===== src/rtl/data_mem_request_pkg.sv =====
// Shared types and helpers for the data-side load/store path.
// Lane-select and replication helpers are shared by loads and stores alike.
package data_mem_request_pkg;

    typedef enum logic [1:0] {
        IDLE   = 2'd0,
        ACCESS = 2'd1,
        DONE   = 2'd2
    } mem_state_t;

    localparam logic [2:0] F3_B  = 3'b000;
    localparam logic [2:0] F3_H  = 3'b001;
    localparam logic [2:0] F3_W  = 3'b010;
    localparam logic [2:0] F3_BU = 3'b100;
    localparam logic [2:0] F3_HU = 3'b101;

    // Unsupported size encodings report as misaligned so they never reach the bus.
    function automatic logic isAligned(input logic [2:0] f3, input logic [1:0] addrLo);
        logic ok;
        case (f3)
            F3_B, F3_BU: ok = 1'b1;
            F3_H, F3_HU: ok = ~addrLo[0];
            F3_W:        ok = (addrLo == 2'b00);
            default:     ok = 1'b0;
        endcase
        return ok;
    endfunction

    function automatic logic [3:0] laneSel(input logic [2:0] f3, input logic [1:0] addrLo);
        logic [3:0] sel;
        case (f3[1:0])
            2'b00:   sel = 4'b0001 << addrLo;
            2'b01:   sel = 4'b0011 << {addrLo[1], 1'b0};
            default: sel = 4'b1111;
        endcase
        return sel;
    endfunction

    function automatic logic [31:0] laneData(input logic [2:0] f3, input logic [31:0] wd);
        logic [31:0] d;
        case (f3[1:0])
            2'b00:   d = {4{wd[7:0]}};
            2'b01:   d = {2{wd[15:0]}};
            default: d = wd;
        endcase
        return d;
    endfunction

endpackage


===== src/rtl/data_mem_request_load_extender.sv =====
// Picks the addressed byte/halfword out of a bus word and sign- or zero-extends it.
// Purely combinational so an instruction-side or cache unit can reuse it as-is.
module load_extender
    import data_mem_request_pkg::*;
(
    input  logic [31:0] busRdata,
    input  logic [1:0]  addrLo,
    input  logic [2:0]  funct3,
    output logic [31:0] loadData
);

    logic [7:0]  byteVal;
    logic [15:0] halfVal;

    always_comb begin
        byteVal = busRdata[7:0];
        case (addrLo)
            2'd0: byteVal = busRdata[7:0];
            2'd1: byteVal = busRdata[15:8];
            2'd2: byteVal = busRdata[23:16];
            2'd3: byteVal = busRdata[31:24];
            default: byteVal = busRdata[7:0];
        endcase
    end

    assign halfVal = addrLo[1] ? busRdata[31:16] : busRdata[15:0];

    always_comb begin
        loadData = '0;
        case (funct3)
            F3_B:    loadData = {{24{byteVal[7]}}, byteVal};
            F3_BU:   loadData = {24'd0, byteVal};
            F3_H:    loadData = {{16{halfVal[15]}}, halfVal};
            F3_HU:   loadData = {16'd0, halfVal};
            F3_W:    loadData = busRdata;
            default: loadData = '0;
        endcase
    end

endmodule


===== src/rtl/data_mem_request.sv =====
// Sequential load/store unit: turns a CPU load/store into one request/ack bus access
// and stalls the core until the access completes, faults, or times out.
//
// state  | meaning
// IDLE   | waiting for mem_read/mem_write; misaligned requests go straight to DONE
// ACCESS | bus request held from latched operands until ack or timeout
// DONE   | one-cycle completion: done=1, stall=0, misaligned/bus_err valid
module data_mem_request
    import data_mem_request_pkg::*;
#(
    parameter int TIMEOUT = 16,
    parameter int CNT_W   = 5
) (
    input  logic        clk,
    input  logic        nRst,
    input  logic        mem_read,
    input  logic        mem_write,
    input  logic [31:0] addr,
    input  logic [31:0] wdata,
    input  logic [2:0]  funct3,
    output logic [31:0] bus_addr,
    output logic [31:0] bus_wdata,
    output logic [3:0]  bus_sel,
    output logic        bus_ren,
    output logic        bus_wen,
    input  logic [31:0] bus_rdata,
    input  logic        bus_ack,
    output logic [31:0] rdata,
    output logic        stall,
    output logic        done,
    output logic        misaligned,
    output logic        bus_err
);

    localparam logic [CNT_W-1:0] CNT_LAST = CNT_W'(TIMEOUT - 1);

    mem_state_t        state, nextState;
    logic [31:0]       addrQ, wdataQ, rdataQ, loadExt;
    logic [2:0]        f3Q;
    logic              writeQ, misQ, errQ;
    logic [CNT_W-1:0]  cnt;
    logic              request, reqAligned, timeoutHit;

    assign request    = mem_read | mem_write;
    assign reqAligned = isAligned(funct3, addr[1:0]);
    assign timeoutHit = (cnt == CNT_LAST);

    load_extender uLoadExt (
        .busRdata (bus_rdata),
        .addrLo   (addrQ[1:0]),
        .funct3   (f3Q),
        .loadData (loadExt)
    );

    always_ff @(posedge clk or negedge nRst) begin
        if (!nRst) state <= IDLE;
        else       state <= nextState;
    end

    always_comb begin
        nextState = state;
        case (state)
            IDLE:    if (request) nextState = reqAligned ? ACCESS : DONE;
            ACCESS:  if (bus_ack || timeoutHit) nextState = DONE;
            DONE:    nextState = IDLE;
            default: nextState = IDLE;
        endcase
    end

    // Operand latch, timeout counter and completion status.
    always_ff @(posedge clk or negedge nRst) begin
        if (!nRst) begin
            addrQ  <= '0;
            wdataQ <= '0;
            f3Q    <= '0;
            writeQ <= 1'b0;
            cnt    <= '0;
            rdataQ <= '0;
            misQ   <= 1'b0;
            errQ   <= 1'b0;
        end else begin
            cnt <= (state == ACCESS) ? cnt + CNT_W'(1) : '0;
            case (state)
                IDLE: begin
                    if (request && reqAligned) begin
                        addrQ  <= addr;
                        wdataQ <= wdata;
                        f3Q    <= funct3;
                        writeQ <= mem_write;
                    end else if (request) begin
                        misQ   <= 1'b1;
                        errQ   <= 1'b0;
                        rdataQ <= '0;
                    end
                end
                ACCESS: begin
                    if (bus_ack) begin
                        rdataQ <= writeQ ? '0 : loadExt;
                        misQ   <= 1'b0;
                        errQ   <= 1'b0;
                    end else if (timeoutHit) begin
                        rdataQ <= '0;
                        misQ   <= 1'b0;
                        errQ   <= 1'b1;
                    end
                end
                default: ;
            endcase
        end
    end

    // stall is gated by reset so the core sees a quiet interface while nRst is low.
    always_comb begin
        bus_addr   = '0;
        bus_wdata  = '0;
        bus_sel    = '0;
        bus_ren    = 1'b0;
        bus_wen    = 1'b0;
        stall      = 1'b0;
        done       = 1'b0;
        misaligned = 1'b0;
        bus_err    = 1'b0;
        case (state)
            IDLE: stall = nRst & request;
            ACCESS: begin
                stall     = nRst;
                bus_addr  = {addrQ[31:2], 2'b00};
                bus_sel   = laneSel(f3Q, addrQ[1:0]);
                bus_ren   = ~writeQ;
                bus_wen   = writeQ;
                bus_wdata = writeQ ? laneData(f3Q, wdataQ) : '0;
            end
            DONE: begin
                done       = 1'b1;
                misaligned = misQ;
                bus_err    = errQ;
            end
            default: ;
        endcase
    end

    assign rdata = rdataQ;

endmodule


===== config.mk =====
export PLATFORM = sky130hd
export DESIGN_NAME = data_mem_request
export DESIGN_NICKNAME = d
export VERILOG_FILES = /design/src/rtl/data_mem_request_pkg.sv /design/src/rtl/data_mem_request_load_extender.sv /design/src/rtl/data_mem_request.sv
export SDC_FILE = /design/constraint.sdc
export NUM_CORES = 1
export LEC_CHECK = 0
export ABC_AREA = 1
export BUFFER_PORTS_ARGS = -buffer_cell sky130_fd_sc_hd__buf_2
export CAP_MARGIN = 20
export CELL_PAD_IN_SITES_DETAIL_PLACEMENT = 0
export CELL_PAD_IN_SITES_GLOBAL_PLACEMENT = 1
export CORE_MARGIN = 1.5
export CORE_UTILIZATION = 37
export DETAILED_ROUTE_END_ITERATION = 6
export PLACE_DENSITY = 0.89
export SLEW_MARGIN = 15
export SYNTH_ARGS = -nofsm -noshare
export SYNTH_HDL_FRONTEND = slang
export SYNTH_SLANG_ARGS = --single-unit

===== constraint.sdc =====
create_clock -name clk -period 4.1 [get_ports clk]
set_clock_uncertainty 0.1 [all_clocks]
set_input_delay 0.82 -clock clk [delete_from_list [all_inputs] [get_ports clk]]
set_output_delay 0.82 -clock clk [all_outputs]
set_load 0.05 [all_outputs]

## Yosys cells after proc, flatten, opt, wreduce, memory -nomap -nowiden

Cells that the tools add are included.

| cells by class | value |
|---|---|
| add/subtract/negate cells | 1 |
| equal/unequal tests | 19 |
| shift operators | 2 |
| muxes and demuxes | 37 |
| bitwise gates (word level) | 4 |
| reduce and logical (&&, ||, !) cells | 14 |

Operators with widths:

| operator | count |
|---|---|
| $mux 32 | 8 |
| $pmux 32 s5 | 1 |
| $pmux 32 s2 | 2 |
| $pmux 8 s4 | 1 |
| $mux 16 | 1 |
| $mux 1 | 13 |
| $eq 3x3->1 const B | 4 |
| $logic_not 2->1 | 4 |
| $pmux 4 s2 | 1 |
| $eq 2x1->1 const B | 3 |
| $eq 2x2->1 const B | 3 |
| $eq 3x1->1 const B | 2 |
| $eq 3x2->1 const B | 2 |
| $logic_not 3->1 | 2 |
| $mux 2 | 3 |
| $ne 2x2->1 const B | 3 |
| $pmux 1 s2 | 3 |
| $add 5x1->5 const B | 1 |
| $eq 5x4->1 const B | 1 |
| $mux 5 | 1 |
| $mux 4 | 1 |
| $pmux 2 s2 | 1 |
| $reduce_and 2->1 | 2 |
| $reduce_and 4->1 | 1 |
| 11 further kinds | 13 |

| storage, ports and cells | value |
|---|---|
| bits in registers | 109 |
| bits of input ports | 104 |
| output and inout bits | 106 |
| word-level logic and storage cells | 86 |

## Longest topological paths before layout

Gate-level depths: netlist of run 1.

| logic depth | value |
|---|---|
| depth in word-level cells | 6 |
| mapped depth | 11 |
| mapped depth without buffers | 9 |

## Modules after synthesis

A second synthesis of run 1 with hierarchy kept.

| second synthesis, totals | value |
|---|---|
| cell total of the unflattened synthesis | 924 |
| area, all modules | 6374.9 µm² |

Modules (own cells, without submodules):

| module | times used | cells each | area an instance (µm²) | sequential area each (µm²) |
|---|---|---|---|---|
| data_mem_request | 1 | 669 | 5291.3 | 2727.6 |
| load_extender | 1 | 255 | 1083.5 | 0.0 |

## Worst setup path before layout of run 1

No wires, ideal clock.

| timing path | value |
|---|---|
| path kind | reg2out |
| start | register state[1] |
| end | output port bus_wdata[14] |
| data arrival time | 2.109 ns |
| required time | 3.180 ns |
| path slack | 1.071 ns |
| cell stages (with the launch flop) | 10 |
| buffers on the path | 2 |
| cell sequence | dfrtp_1 inv_2 nand2_1 buf_2 inv_2 nand2_1 buf_4 inv_1 o21ai_1 nor2_1 |

| between the ends | value |
|---|---|
| word-level cells in the longest chain between the ends | 2 |

RTL lines:

| element | RTL line | text |
|---|---|---|
| start, declared | data_mem_request.sv:37 | `mem_state_t state, nextState;` |
| start signal, assigned | data_mem_request.sv:57 | `else state <= nextState;` |
| $eq 2x1->1 | data_mem_request.sv:123 | `case (state)` |
| $mux 32 | data_mem_request.sv:123 |  |
| end, declared | data_mem_request.sv:22 | `output logic [31:0] bus_wdata,` |

No other way between the ends.

## Worst setup path after layout of run 1

| timing path | value |
|---|---|
| start | register f3Q[1] |
| end | output port bus_wdata[15] |

| between the ends | value |
|---|---|
| word-level cells in the longest chain between the ends | 4 |
| elaborated cells between the ends (all ways) | 5 |
| those cells by class | eq/ne (1); mux (3); reduce/logical (1) |

RTL lines:

| element | RTL line | text |
|---|---|---|
| start, declared | data_mem_request.sv:39 | `logic [2:0] f3Q;` |
| start signal, assigned | data_mem_request.sv:88 | `f3Q <= funct3;` |
| $eq 2x1->1 or $logic_not 2->1 (tied branches) | data_mem_request_pkg.sv:41 | `case (f3[1:0])` |
| $pmux 32 s2 * | data_mem_request_pkg.sv:41 |  |
| $mux 32 * | data_mem_request.sv:131 | `bus_wdata = writeQ ? laneData(f3Q, wdataQ) : '0;` |
| $mux 32 * | data_mem_request.sv:123 |  |

Every way passes the cells marked *; elsewhere a longest branch is shown, timed or not.

==> flow_metrics.py, run 1 <==
metrics = {
    "detailed_routing": {
        "dr.pass1.iters": 5,
        "drt_iter0_markers": 327,
        "num_vias": 5680,
        "ant_nets": 0,
        "wl_mm": 16.6,
        "drc": 0,
        "routedWlPerCell_um": 13.2,
        "vias_per_cell": 4.50,
    },
    "global_route": {
        "met3_usage_pct": 4.14,
        "grt_pass1_vias": 5208,
        "grt_pass1_wl_mm": 25.9,
        "grt_busiest_layer": "met2",
        "grt_usage_pct": 19.8,
        "gr-total-overflow": 0,
        "grt_max_degree": 97,
        "met1_usage_pct": 26.4,
        "antenna_found_initial": 1,
        "grt_use_met2_pct": 32.2,
    },
    "floorplan": {
        "die_h_um": 130,
        "dieWidth_um": 130,
        "initial_utilization_pct": 37.7,
        "die_area_um2": 16800,
        "rows": 46,
        "ios": 210,
        "coreArea_um2": 15800,
    },
    "clocking": {
        "clockBufferDepth": 2,
        "cts_resized": 0,
        "cts_setup_buffers": 0,
        "cts_buffers": 9,
        "cts.sinks": 109,
        "cts_hold_buf": 0,
        "clk_latency_ps": 350,
        "cts_tree": "done",
        "path_clk_slew_ps": 80,
        "root_buffer": "clkbuf_16",
        "htree_num_levels": 3,
    },
    "sta": {
        "relSlewSlack_pct": 34.9,
        "worst_slew_pin_slew_ps": 977,
        "finalCritPeriodShare_pct": 79.5,
        "rsz0062_at_grt": "no",
        "fin_setup_tns_ps": 0,
        "setup_viol": 0,
        "max_freq_ghz": 0.307,
        "period_needed_ps": 3260,
        "drv_slew": 0,
        "hold_viol": 0,
    },
    "logic_synthesis": {
        "syn_inst": 861,
        "ys_warn_count": 0,
        "syn-cell-area_um2": 5950,
        "synth_common_cells": "nand2_1, inv_1, dfrtp_1, nor2_1, o21ai_0",
        "ys_top_cells_by_area": "dfrtp_1, nand2_1, inv_1, o21ai_0, nor2_1",
        "yosysMostFrequentCell": "nand2_1",
        "avgSynthCellArea_um2": 6.91,
        "synth_area_leader_cell": "dfrtp_1",
        "synth_top_area_share_pct": 45.8,
        "synth_edf_count": 0,
        "synth-seq-cells": 109,
        "synth.distinct_cells": 29,
        "synth-async-reset-ratio_pct": 100,
        "ys.flop_type": "dfrtp_1",
        "seq_area_frac_synth_pct": 45.8,
    },
    "worst_setup_path": {
        "end_kind": "output port",
        "criticalPathCategory": "flop to output port",
        "critPathLaunch": "f3Q[1]",
        "required_ps": 3180,
        "critPathMaxFanout": 12,
        "cp-start-kind": "flop",
        "worstPathArrival_ps": 2340,
        "reg2reg_slack_ps": 1590,
        "timing.rr.start": "f3Q[1]",
    },
    "placed_design": {
        "post_dp_cell_area_um2": 7010,
        "dp.final_hpwl_mm": 12.1,
        "gp_congestion": 0.860,
        "portBuffers": 207,
    },
    "run_status": {
        "status": "complete, no violations",
    },
    "layout": {
        "design_area_um2": 7360,
        "final_util_pct": 46.6,
        "drive_above_1_share_pct": 24.1,
        "area_delta_synth_final_pct": 23.6,
        "fin_nets": 1146,
    },
    "power_and_ir_drop": {
        "leakage_nw": 4.58,
        "p_per_area_nw_per_um2": 712,
        "p_sw_mw": 2.51,
        "power_frac_seq_pct": 34.4,
        "p_clk_share_pct": 19.7,
        "pwr-share-comb_pct": 45.9,
        "ir_drop_mv": 0.319,
        "internal_power_mw": 2.73,
        "sw_frac_of_total_pct": 48.0,
    },
    "worst_hold_path": {
        "hold_path.class": "input port to asynchronous set/reset pin",
    },
    "run": {
        "drv_cap": 0,
    },
}
[worst paths after layout]
kind,end,cells past startpoint
worst max-delay path,bus_wdata[15],5
worst min-delay path,rdata[29],1
worst max register to register,rdata[21],8
worst min register to register,cnt[0],1
max in group asynchronous,addrQ[8],2
min in group clk,cnt[0],1
[final cells by class]
class / count / area, um2
inverters: 147 / 552
diodes: 2 / 5.00
clock inverters: 6 / 119
fillers: 1724 / 8410
clock buffers: 9 / 225
repair buffers: 210 / 1060
multi-input cells: 563 / 2400
flip-flops and latches: 109 / 2730
well taps: 216 / 270
[worst max-delay path, cell delays in order (launching register included)]
cell and delay [ps]:
dfrtp_1 540, nor2_1 680, inv_2 150, o22ai_1 280
nor3_1 90, buf_2 260
[power groups by stage]
stage / clock (mW) / combinational, mW / sequential (mW)
CTS: 1.05 / 2.43 / 1.80
global route: 1.09 / 2.71 / 1.86
finish: 1.03 / 2.41 / 1.80
floorplan: 0 / 1.80 / 1.91
detailed placement: 0 / 2.43 / 1.82
global placement: 0 / 2.42 / 1.81
[flip-flops by register name, summed over array words and instances (netlist names)]
name    cells
wdataQ     32
cnt         5
f3Q         3
writeQ      1
misQ        1
addrQ      32
state       2
rdata      32
errQ        1
[cells in the final DEF, fill, tap and decap left out]
| cell | count |
|---|---|
| nand4_1 | 1 |
| o211a_1 | 1 |
| buf_2 | 206 |
| inv_2 | 5 |
| o21ai_1 | 1 |
| inv_1 | 142 |
| and2_1 | 1 |
| nor3_1 | 3 |
| inv_6 | 1 |
| a21oi_1 | 27 |
| nand3_1 | 21 |
| ha_1 | 2 |
| nand2_2 | 3 |
| bufinv_16 | 3 |
| nor2_1 | 109 |
| o21ai_0 | 83 |
| buf_4 | 4 |
| or2_2 | 7 |
| clkbuf_16 | 9 |
| dfrtp_1 | 109 |
| inv_8 | 1 |
| and3_1 | 2 |
| clkinv_4 | 1 |
| nand2_1 | 285 |
| nand3_4 | 1 |
| nor2_2 | 10 |
| conb_1 | 2 |
| o21bai_1 | 1 |
| o22ai_1 | 2 |
| nand2_4 | 1 |
| diode_2 | 2 |
[through the flow]
stage | hold slack (ps) | power [mW] | worst slack [ps] | cells
6_report | 319 | 5.24 | 841 | 1262
4_1_cts | 329 | 5.28 | 845 | 1260
3_3_place_gp | 349 | 4.22 | 1250 | 1245
2_1_floorplan | 333 | 3.71 | 1070 | 862
3_5_place_dp | 357 | 4.24 | 1240 | 1245
5_1_grt | 349 | 5.65 | 662 | 1260
[per-layer routing]
layer,up-vias,part of all wire (%)
met1,2540,47
li1,2928,-
met3,22,6.3
met5,-,0
met4,0,1.6
met2,190,45
[kinds of logic after synthesis]
kind of cell               count (synthesis)  synth area share, %
and+or+nand+nor                          444                 29.8
buffers and inverters                    190                 14.1
AOI/OAI and AO/OA                        115                 9.84
DFF                                      109                 45.8
adders and majority gates                  2                0.421
other                                      1               0.0630
(Power assumes the default switching activity.)
==> inputs of run 2 (changes only) <==
- CORE_UTILIZATION: 37 -> 35
- PLACE_DENSITY: 0.89 -> 0.85
- clock period: 4.1 -> 3.36 ns (I/O delays scaled with it)
==> flow_metrics.py, run 2 (synthesis gave the netlist of run 1 again) <==
metrics = {
    "detailed_routing": {
        "wl_met3_mm": 1.28,
        "wl_mm": 16.8,
        "dr.pass1.iters": 5,
        "wl_met2_mm": 7.51,
        "top_layer": "met5",
        "ant_nets": 0,
        "route.layer.met1.wl_mm": 7.77,
        "drc": 0,
        "drt_iter0_markers": 304,
        "vias_per_cell": 4.45,
        "num_vias": 5658,
        "routedWlPerCell_um": 13.2,
    },
    "clocking": {
        "htree_num_levels": 3,
        "root_buffer": "clkbuf_16",
        "cts_resized": 0,
        "clk_latency_ps": 350,
        "path_clk_slew_ps": 70,
        "cts_tree": "done",
        "cts_hold_buf": 0,
        "cts_buffers": 9,
        "cts.sinks": 109,
        "cts_setup_buffers": 0,
        "clockBufferDepth": 2,
    },
    "sta": {
        "finalCritPeriodShare_pct": 91.5,
        "relSlewSlack_pct": 30.5,
        "period_needed_ps": 3080,
        "drv_slew": 0,
        "setup_viol": 0,
        "max_freq_ghz": 0.325,
        "fin_hold_ws_ps": 34.6,
        "fin_setup_tns_ps": 0,
        "worst_slew_pin_slew_ps": 1040,
        "rsz0062_at_grt": "no",
        "hold_viol": 0,
    },
    "placed_design": {
        "gp_congestion": 0.836,
        "post_dp_cell_area_um2": 7060,
        "portBuffers": 207,
        "dp.final_hpwl_mm": 12.5,
    },
    "worst_setup_path": {
        "criticalPathCategory": "flop to output port",
        "worstSetupPathDepth": 5,
        "required_ps": 2590,
        "cpMaxStageDelayCell": "nor2_1",
        "end_kind": "output port",
        "critical-path-max-stage-delay_ps": 710,
        "cp-start-kind": "flop",
        "crit_chain": "nor2_1 > inv_2 > o22ai_1 > nor3_1 > buf_2",
        "worstPathArrival_ps": 2300,
        "cp_num_buf_inv": 2,
        "rr_worst_depth": 8,
        "cp_top_family": "simple AND/OR/NAND/NOR gates",
        "critPathMaxFanout": 12,
    },
    "global_route": {
        "gr-total-overflow": 0,
        "grt_pass1_vias": 5185,
        "grt_usage_pct": 18.8,
        "grt_pass1_wl_mm": 26.4,
        "antenna_found_initial": 1,
        "grt_max_degree": 129,
    },
    "power_and_ir_drop": {
        "power_frac_seq_pct": 34.9,
        "p_sw_mw": 3.05,
        "pwr-share-comb_pct": 48.0,
        "leakage_nw": 4.58,
        "internal_power_mw": 3.20,
        "p_clk_share_pct": 17.2,
        "sw_frac_of_total_pct": 48.8,
        "p_per_area_nw_per_um2": 850,
        "p_total_mw": 6.25,
        "ir_drop_mv": 0.331,
    },
    "floorplan": {
        "ios": 210,
        "coreArea_um2": 16600,
        "initial_utilization_pct": 35.9,
        "rows": 47,
        "die_area_um2": 17800,
        "die_h_um": 133,
        "dieWidth_um": 133,
    },
    "layout": {
        "final_common_cell": "nand2_1",
        "final_util_pct": 44.3,
        "antenna_cells": 0,
        "area_delta_synth_final_pct": 23.5,
        "design_area_um2": 7350,
        "fin_nets": 1152,
        "fillerInstances": 1824,
        "drive_above_1_share_pct": 24.5,
        "layout_common_cells": "nand2_1, buf_2, inv_1, nor2_1, dfrtp_1",
    },
    "run": {
        "drv_cap": 0,
    },
    "worst_hold_path": {
        "hold_path.class": "input port to asynchronous set/reset pin",
    },
    "run_status": {
        "status": "complete, no violations",
    },
}
==> run 2: changes by cell type in the layout (fill, tap and decap cells not counted) <==
cell,change
buf_4,+6
bufinv_16,-2
clkbuf_1,+2
diode_2,-2
clkinv_2,+1
clkinvlp_4,+1
inv_8,-1
==> run 2: routing by layer <==
metal  global-route usage, %  vias to the layer above
met1                    26.0                     2498
li1                        -                     2935
met3                    4.91                       18
met2                    29.3                      205
met4                    5.07                        2
met5                       0                        -
==> run 2: worst paths after layout <==
kind	start	to	slack [ps]
min in group clk	cnt[0]	cnt[0]	360
worst min register to register	cnt[0]	cnt[0]	360
worst max-delay path	f3Q[1]	bus_wdata[31]	280
worst min-delay path	nRst	rdata[21]	30
max in group asynchronous	nRst	wdataQ[28]	1980
worst max register to register	f3Q[1]	rdata[23]	970
==> run 2: power by group through the flow <==
stage / sequential [mW] / combinational (mW) / clock (mW)
detailed placement: 2.20 / 3.02 / 0
finish: 2.18 / 3.00 / 1.07
global route: 2.25 / 3.35 / 1.17
CTS: 2.18 / 3.03 / 1.11
floorplan: 2.33 / 2.20 / 0
global placement: 2.19 / 2.99 / 0
==> run 2: metrics by stage <==
step | setup slack (ps) | cells
6_report | 285 | 1271
5_1_grt | 104 | 1271
4_1_cts | 309 | 1271
3_5_place_dp | 699 | 1255
3_3_place_gp | 762 | 1255
2_1_floorplan | 479 | 862
==> run 2: area by class of cell <==
type	instances	area, um2	area share (%)
clock buffer	11	233	3.17
clock inverter	5	60.1	0.817
inverter	147	552	7.51
multi-input combinational	563	2400	32.6
sequential	109	2730	37.1
tap	220	275	3.75
timing repair buffer	216	1110	15.0
